===== src/rtl/antirrebote_switch_pkg.sv =====
// Shared types and constants for the switch debouncer.
package antirrebote_switch_pkg;

    // Clocks a new switch value must hold: 10 ms at 100 MHz.
    localparam int unsigned CICLOS_ESTABLE_DEF = 1000000;

    // Number of board switches handled by the debouncer.
    localparam int unsigned AnchoSwitch = 4;

    // Debouncer FSM: idle/settled, or timing a candidate value.
    typedef enum logic {
        Estable  = 1'b0,
        Contando = 1'b1
    } estado_e;

endpackage


===== src/rtl/sincronizador_2ff.sv =====
// Two-flop synchronizer for asynchronous level inputs, cleared by a synchronous reset.
module sincronizador_2ff #(
    parameter int unsigned Ancho = 4
) (
    input  logic             clk,
    input  logic             rst,
    input  logic [Ancho-1:0] d_i,
    output logic [Ancho-1:0] q_o
);

    logic [Ancho-1:0] sync1_q;
    logic [Ancho-1:0] sync2_q;

    // Shift the raw input through two flops; only the second stage is used downstream.
    always_ff @(posedge clk) begin
        if (rst) begin
            sync1_q <= '0;
            sync2_q <= '0;
        end else begin
            sync1_q <= d_i;
            sync2_q <= sync1_q;
        end
    end

    assign q_o = sync2_q;

endmodule


===== src/rtl/antirrebote_switch.sv =====
// Switch debouncer: a new 4-bit switch value is accepted only after it has been
// seen unchanged for CICLOS_ESTABLE consecutive clocks past the synchronizer.
module antirrebote_switch
    import antirrebote_switch_pkg::*;
#(
    parameter int unsigned CICLOS_ESTABLE = CICLOS_ESTABLE_DEF
) (
    input  logic                   clk,
    input  logic                   rst,
    input  logic [AnchoSwitch-1:0] switch_in,
    output logic [AnchoSwitch-1:0] switch_out,
    output logic                   cambio,
    output logic                   estable
);

    localparam int unsigned AnchoCont = $clog2(CICLOS_ESTABLE + 1);
    localparam logic [AnchoCont-1:0] ContMax = AnchoCont'(CICLOS_ESTABLE - 1);
    localparam logic [AnchoCont-1:0] ContUno = AnchoCont'(1);

    logic [AnchoSwitch-1:0] sync2;
    estado_e                estado_q;
    logic [AnchoSwitch-1:0] candidato_q;
    logic [AnchoCont-1:0]   contador_q;
    logic [AnchoSwitch-1:0] switch_out_q;
    logic                   cambio_q;

    sincronizador_2ff #(
        .Ancho (AnchoSwitch)
    ) u_sincronizador (
        .clk (clk),
        .rst (rst),
        .d_i (switch_in),
        .q_o (sync2)
    );

    // Debounce FSM: time a candidate, restart on a new value, drop it if the old value returns.
    always_ff @(posedge clk) begin
        if (rst) begin
            estado_q     <= Estable;
            candidato_q  <= '0;
            contador_q   <= '0;
            switch_out_q <= '0;
            cambio_q     <= 1'b0;
        end else begin
            cambio_q <= 1'b0;
            case (estado_q)
                Estable: begin
                    if (sync2 != switch_out_q) begin
                        estado_q    <= Contando;
                        candidato_q <= sync2;
                        contador_q  <= ContUno;
                    end else begin
                        contador_q <= '0;
                    end
                end
                Contando: begin
                    // A return to the accepted value wins over everything else.
                    if (sync2 == switch_out_q) begin
                        estado_q   <= Estable;
                        contador_q <= '0;
                    end else if (sync2 == candidato_q) begin
                        if (contador_q == ContMax) begin
                            switch_out_q <= candidato_q;
                            cambio_q     <= 1'b1;
                            estado_q     <= Estable;
                            contador_q   <= '0;
                        end else begin
                            contador_q <= contador_q + ContUno;
                        end
                    end else begin
                        candidato_q <= sync2;
                        contador_q  <= ContUno;
                    end
                end
                default: begin
                    estado_q   <= Estable;
                    contador_q <= '0;
                end
            endcase
        end
    end

    assign switch_out = switch_out_q;
    assign cambio     = cambio_q;
    assign estable    = (estado_q == Estable);

endmodule

===== config.mk =====
export PLATFORM = sky130hd
export DESIGN_NAME = antirrebote_switch
export DESIGN_NICKNAME = d
export VERILOG_FILES = /design/src/rtl/antirrebote_switch_pkg.sv /design/src/rtl/sincronizador_2ff.sv /design/src/rtl/antirrebote_switch.sv
export SDC_FILE = /design/constraint.sdc
export NUM_CORES = 1
export LEC_CHECK = 0
export CORE_ASPECT_RATIO = 0.8
export CORE_MARGIN = 4
export CORE_UTILIZATION = 50
export DETAILED_ROUTE_END_ITERATION = 8
export MAX_ROUTING_LAYER = met4
export PLACE_DENSITY = 0.7
export SETUP_SLACK_MARGIN = 0.15
export SYNTH_ARGS = -nofsm -noshare
export SYNTH_HDL_FRONTEND = slang
export SYNTH_SLANG_ARGS = --single-unit

===== constraint.sdc =====
create_clock -name clk -period 2.6 [get_ports clk]
set_input_delay 0.52 -clock clk [delete_from_list [all_inputs] [get_ports clk]]
set_output_delay 0.52 -clock clk [all_outputs]
set_load 0.02 [all_outputs]

==> impl_metrics.json, run 1 <==
{
  "grt.total_usage": 0.163,
  "wire_length_of_the_first_global_routing_pass_mm": 5.11,
  "detailed_place_hpwl_mm": 2.12,
  "grt_util_met2": 0.236,
  "avgViaCountPerCell": 5.18,
  "critical_path_buf_inv_count": 1,
  "synth_enable_flop_cells": 0,
  "post_synth_main_area_contributors": "sky130_fd_sc_hd__dfxtp_1, sky130_fd_sc_hd__xor2_1, sky130_fd_sc_hd__nor2_1",
  "clk_latency_ns": 0.30,
  "final_min_period_over_clock_period": 0.701,
  "timing.final.max_slew_violations": 0,
  "postSynth.asyncResetShare": 0,
  "most_common_library_cell_in_the_layout_ignoring_fill_and_taps": "sky130_fd_sc_hd__dfxtp_1",
  "timing.final.setup_violations": 0,
  "slew-limit-headroom": 0.626,
  "cp_cell_sequence": "clkdlybuf4s50_1",
  "synthesis.instances": 172,
  "synth_seq_area_share": 0.468,
  "cts-resized-gates": 0,
  "cts.root.buffer_cell": "sky130_fd_sc_hd__clkbuf_8",
  "run_status": "finished clean",
  "post-route-drc-count": 0,
  "postSynthRegisterBits": 38,
  "num-nets-final": 194,
  "power_per_cell_area_mw_per_mm2": 616,
  "floorplan.initialDensity": 0.523,
  "worstPathRequired_ns": 2.08,
  "clock_tree.htree_level_count": 2,
  "cts.hold.buffers_added": 0,
  "antenna_cells_inserted": 0,
  "avgSynthCellArea_um2": 9.45,
  "cpPeakStageDelay_ns": 0.62,
  "numPortBuffers": 11,
  "post-synth-top-area-cell": "sky130_fd_sc_hd__dfxtp_1",
  "synth_nets": 179,
  "placement.setup.worst_slack_ns": 0.829,
  "fp.dieArea_mm2": 0.00423,
  "num_rows": 18,
  "netlist_area_mm2": 0.00163,
  "clock_path_buffers": 2,
  "die-height_um": 59.0,
  "finish.utilization": 0.606,
  "core-area_mm2": 0.00311,
  "p_sw_frac": 0.221,
  "ys.flop_type": "sky130_fd_sc_hd__dfxtp_1",
  "synthesis.yosys.warnings": 0,
  "route.detailed.wl_per_inst_um": 12.8,
  "power.clock.fraction": 0.435,
  "combPwrFrac": 0.049,
  "post-cts-setup-buffers": 0,
  "hold_viol": 0,
  "crit_slowest_cell": "sky130_fd_sc_hd__clkdlybuf4s50_1",
  "fin_crit_ns": 1.82,
  "die_width_um": 71.7,
  "post_layout_worst_setup_margin_ns": 0.778,
  "hp-class": "flop to flop",
  "timing.clock.skew_ns": 0.00705,
  "worstSetupStartpointType": "flop",
  "path_delay_family": "buffers and inverters",
  "vias": 1180,
  "first_iter_violations": 91,
  "pin_count": 12,
  "antenna_found_initial": 0,
  "area_delta_synth_final_pct": 15.9,
  "p_seq_frac": 0.516,
  "groute.layer.met3.usage": 0.0508,
  "rsz0062_at_grt": "false",
  "maximum_number_of_pins_on_one_net_before_global_route_repair": 20,
  "postPlaceCellArea_mm2": 0.00177,
  "layout.cells.most_common_list": "sky130_fd_sc_hd__dfxtp_1, sky130_fd_sc_hd__nor2_1, sky130_fd_sc_hd__xor2_1",
  "stdcell_area_mm2": 0.00188,
  "cts_tree": "built",
  "detailedRoute.firstPassIterationCount": 4,
  "timing.setup.critical_path_class": "flop to output port",
  "grt.met1_usage": 0.205,
  "clkTransAtPathRegs_ns": 0.08,
  "ant_nets": 0,
  "fin_tns_setup_ns": 0,
  "peakVddDrop_mv": 0.427,
  "globalRoute.totalOverflow": 0,
  "busiest_layer": "met2",
  "leakage_dissipation_nw": 0.656,
  "internal_mw": 0.904,
  "cap_viol_max_count": 0,
  "fraction_of_layout_cells_with_a_size_suffix_above_1": 0.0904,
  "grt_pass1_vias": 1123,
  "cp-end-kind": "output port",
  "worst_slew_pin_slew_ns": 0.557,
  "synthDominantCellAreaShare": 0.468,
  "cts.sink_count": 38,
  "totalWireLength_mm": 2.92,
  "worst-path-max-fanout": 3,
  "power.switching_mw": 0.256,
  "cts-buffers-inserted": 5,
  "gp_routability_congestion": 0.898,
  "synthDistinctLibCells": 37,
  "fmax_mhz": 549,
  "cp_data_arrival_time_ns": 1.30,
  "p_total_mw": 1.16
}
## kinds of logic (layout without fill, tap and decap cells)
family,count (synthesis),in the layout,share of synthesized area
xor+xnor,22,22,0.119
compound gates,15,15,0.0562
fa+ha+maj,1,1,0.00770
simple gates,83,83,0.299
flops,38,38,0.468
buf+inv,9,25,0.0262
mux,4,4,0.0246
## metal layers
metal | share of wire | vias up
li1 | - | 613
met1 | 0.52 | 541
met2 | 0.42 | 19
met3 | 0.042 | 7
met4 | 0.021 | 0
met5 | 0 | -
## state kept, by name, indices dropped and copies added (netlist names)
register / cells
estado_q: 1
contador_q: 20
u_sincronizador.sync1_q: 4
switch_out: 4
cambio: 1
u_sincronizador.q_o: 4
candidato_q: 4
## metrics by stage
stage | hold slack, ns | cells
final | 0.443 | 228
after floorplan | 0.414 | 172
after detailed placement | 0.429 | 220
after CTS | 0.448 | 228
after global routing | 0.469 | 228
after global placement | 0.418 | 220
## Yosys cell counts, types with 2 or more instances
| cell type | number |
|---|---|
| sky130_fd_sc_hd__inv_1 | 5 |
| sky130_fd_sc_hd__xor2_1 | 14 |
| sky130_fd_sc_hd__and3_1 | 2 |
| sky130_fd_sc_hd__and2_1 | 3 |
| sky130_fd_sc_hd__clkbuf_1 | 2 |
| sky130_fd_sc_hd__nor3_1 | 3 |
| sky130_fd_sc_hd__o21ai_0 | 5 |
| sky130_fd_sc_hd__nand2_1 | 8 |
| sky130_fd_sc_hd__or3_1 | 2 |
| sky130_fd_sc_hd__o21ai_1 | 2 |
| sky130_fd_sc_hd__nand3_1 | 6 |
| sky130_fd_sc_hd__nand2b_1 | 2 |
| sky130_fd_sc_hd__a21oi_1 | 4 |
| sky130_fd_sc_hd__xnor2_1 | 8 |
| sky130_fd_sc_hd__dfxtp_1 | 38 |
| sky130_fd_sc_hd__nand4_1 | 11 |
| sky130_fd_sc_hd__mux2i_1 | 4 |
| sky130_fd_sc_hd__nor2b_1 | 10 |
| sky130_fd_sc_hd__nor2_1 | 25 |
## layout make-up
class | instances | area [um2]
Timing Repair Buffer | 12 | 118
Tap cell | 40 | 50.0
Inverter | 5 | 18.8
Clock inverter | 3 | 45.0
Fill cell | 273 | 1220
Multi-Input combinational cell | 125 | 822
Clock buffer | 5 | 68.8
Sequential cell | 38 | 761
## power by group through the flow
stage               logic [mW]  registers [mW]  clock network (mW)
finish                  0.0570           0.599               0.505
global route            0.0632           0.600               0.540
CTS                     0.0574           0.599               0.518
detailed placement      0.0573           0.612                   0
global placement        0.0557           0.612                   0
floorplan               0.0396           0.610                   0
## path summary, 6_finish.rpt
kind / startpoint / end / slack, ns / cells past startpoint
min reg2reg: u_sincronizador.sync1_q[1]$_SDFF_PP0_ / u_sincronizador.q_o[1]$_SDFF_PP0_ / 0.44 / 1
max reg2reg: contador_q[2]$_SDFF_PP0_ / contador_q[18]$_SDFF_PP0_ / 0.80 / 5
max: switch_out[0]$_SDFFE_PP0P_ / switch_out[0] / 0.78 / 1
min: u_sincronizador.sync1_q[1]$_SDFF_PP0_ / u_sincronizador.q_o[1]$_SDFF_PP0_ / 0.44 / 1
Power figures use the tool's default switching activity.
==> run 2, diff against run 1 <==
- PLACE_DENSITY: 0.7 -> 0.72
- clock period: 2.6 -> 1.5 ns (I/O delays scaled with it)
==> impl_metrics.json, run 2 (same netlist as run 1, synthesis figures left out) <==
{
  "num_rows": 18,
  "clk_latency_ns": 0.30,
  "fin_crit_ns": 1.73,
  "combPwrFrac": 0.102,
  "cts.root.buffer_cell": "sky130_fd_sc_hd__clkbuf_8",
  "most_common_library_cell_in_the_layout_ignoring_fill_and_taps": "sky130_fd_sc_hd__buf_4",
  "power.clock.fraction": 0.410,
  "power_per_cell_area_mw_per_mm2": 849,
  "detailed_place_hpwl_mm": 2.59,
  "area_delta_synth_final_pct": 53.2,
  "cts.sink_count": 38,
  "layout.cells.most_common_list": "sky130_fd_sc_hd__buf_4, sky130_fd_sc_hd__dfxtp_1, sky130_fd_sc_hd__nor2_1",
  "first_iter_violations": 170,
  "fillCellCount": 189,
  "p_sw_frac": 0.229,
  "worstPathRequired_ns": 1.69,
  "final_min_period_over_clock_period": 1.15,
  "cp_data_arrival_time_ns": 1.93,
  "hp-class": "flop to flop",
  "cts-buffers-inserted": 5,
  "fraction_of_layout_cells_with_a_size_suffix_above_1": 0.477,
  "timing.clock.skew_ns": 0.00820,
  "timing.final.max_slew_violations": 0,
  "p_seq_frac": 0.488,
  "max_flop_register": "contador_q",
  "internal_mw": 1.63,
  "globalRoute.totalOverflow": 0,
  "post-route-drc-count": 0,
  "timing.final.setup_violations": 29,
  "pin_count": 12,
  "worst_slew_pin_slew_ns": 0.279,
  "post_layout_worst_setup_margin_ns": -0.232,
  "route.detailed.wl_per_inst_um": 16.0,
  "finish.utilization": 0.801,
  "power.switching_mw": 0.484,
  "vias": 1483,
  "cap_viol_max_count": 0,
  "fmax_mhz": 577,
  "die_width_um": 71.7,
  "fin_tns_setup_ns": -3.16,
  "wire_length_of_the_first_global_routing_pass_mm": 6.78,
  "slew-limit-headroom": 0.814,
  "hold_viol": 0,
  "maximum_number_of_pins_on_one_net_before_global_route_repair": 17,
  "peakVddDrop_mv": 0.849,
  "multi_input_area_mm2": 0.00101,
  "cp-end-kind": "flop",
  "worstSetupStartpointType": "flop",
  "clkTransAtPathRegs_ns": 0.08,
  "die-height_um": 59.0,
  "cts.hold.buffers_added": 0,
  "clock_path_buffers": 2,
  "number_of_flip_flops_under_the_largest_register_name": 20,
  "antenna_found_initial": 0,
  "num-nets-final": 245,
  "antenna_cells_inserted": 0,
  "floorplan.initialDensity": 0.523,
  "grt_pass1_vias": 1459,
  "core-area_mm2": 0.00311,
  "leakage_dissipation_nw": 0.972,
  "cts_tree": "built",
  "numPortBuffers": 11,
  "fp.dieArea_mm2": 0.00423,
  "timing.setup.critical_path_class": "flop to flop",
  "regArea_um2": 783,
  "violations": "negative setup slack",
  "grt.total_usage": 0.221,
  "totalWireLength_mm": 4.48,
  "run_status": "finished with violations",
  "ant_nets": 0,
  "rsz0062_at_grt": "true",
  "clock_tree.htree_level_count": 2,
  "avgViaCountPerCell": 5.32,
  "gp_routability_congestion": 0.906,
  "detailedRoute.firstPassIterationCount": 4,
  "worst-path-max-fanout": 4
}
run 2: changes by cell type in the layout (fill, tap and decap cells not counted), sizes merged:
cell and delta:
buf +47, clkinvlp -2, nand3 +3, dlygate4sd2 +1
clkdlybuf4s50 -6, clkdlybuf4s15 +2, clkbuf +4, clkinv +2
run 2: final cells by class:
type / count / area share
inverters: 5 / 0.00754
clock buffers: 5 / 0.0276
multi-input cells: 128 / 0.404
well taps: 40 / 0.0201
flip-flops and latches: 38 / 0.315
clock inverters: 3 / 0.0161
repair buffers: 60 / 0.210
run 2: timing repair:
item                                    4_1_cts  5_1_grt
buffers inserted                              3        3
pin swaps                                    10       22
gates resized for setup                      28       31
endpoints found under the setup margin       36       33
cloned                                        2        2
run 2: per-stage QoR:
stage / hold WS [ns] / std cells / instance area, um2 / setup slack, ns / total power [mW]
detailed placement: 0.431 / 261 / 2110 / -0.170 / 1.20
global placement: 0.421 / 261 / 2110 / -0.120 / 1.19
floorplan: 0.372 / 172 / 1660 / -0.0919 / 1.13
CTS: 0.445 / 274 / 2350 / -0.111 / 2.09
global route: 0.452 / 279 / 2490 / -0.276 / 2.19
finish: 0.440 / 279 / 2490 / -0.232 / 2.11
run 2: per-layer routing:
metal  vias up  track usage  part of all wire
li1        725            -                 -
met1       689        0.269              0.44
met2        55        0.335              0.47
met3        14       0.0492             0.061
met4         0        0.137             0.028
met5         -            -                 0
run 2: power by group through the flow:
stage / Clock, mW / Combinational, mW / Sequential, mW
5_1_grt: 0.927 / 0.227 / 1.03
2_1_floorplan: 0 / 0.0704 / 1.06
3_5_place_dp: 0 / 0.145 / 1.06
6_report: 0.866 / 0.216 / 1.03
3_3_place_gp: 0 / 0.138 / 1.06
4_1_cts: 0.877 / 0.180 / 1.03
run 2: worst max-delay path, stage by stage, from the launching register on:
cell	delay (ns)
sky130_fd_sc_hd__dfxtp_2	0.33
sky130_fd_sc_hd__nor2b_4	0.12
sky130_fd_sc_hd__a2111o_1	0.43
sky130_fd_sc_hd__buf_6	0.15
sky130_fd_sc_hd__nor2_4	0.11
sky130_fd_sc_hd__buf_4	0.14
sky130_fd_sc_hd__clkbuf_16	0.12
sky130_fd_sc_hd__o21ai_1	0.07
sky130_fd_sc_hd__and2_1	0.16
run 2: worst paths after layout:
path | start | to | slack [ns] | cells past startpoint
worst max-delay path | u_sincronizador.q_o[3]$_SDFF_PP0_ | contador_q[0]$_SDFF_PP0_ | -0.23 | 8
worst min-delay path | u_sincronizador.sync1_q[0]$_SDFF_PP0_ | u_sincronizador.q_o[0]$_SDFF_PP0_ | 0.44 | 1
worst max register to register | u_sincronizador.q_o[3]$_SDFF_PP0_ | contador_q[0]$_SDFF_PP0_ | -0.23 | 8
worst min register to register | u_sincronizador.sync1_q[0]$_SDFF_PP0_ | u_sincronizador.q_o[0]$_SDFF_PP0_ | 0.44 | 1
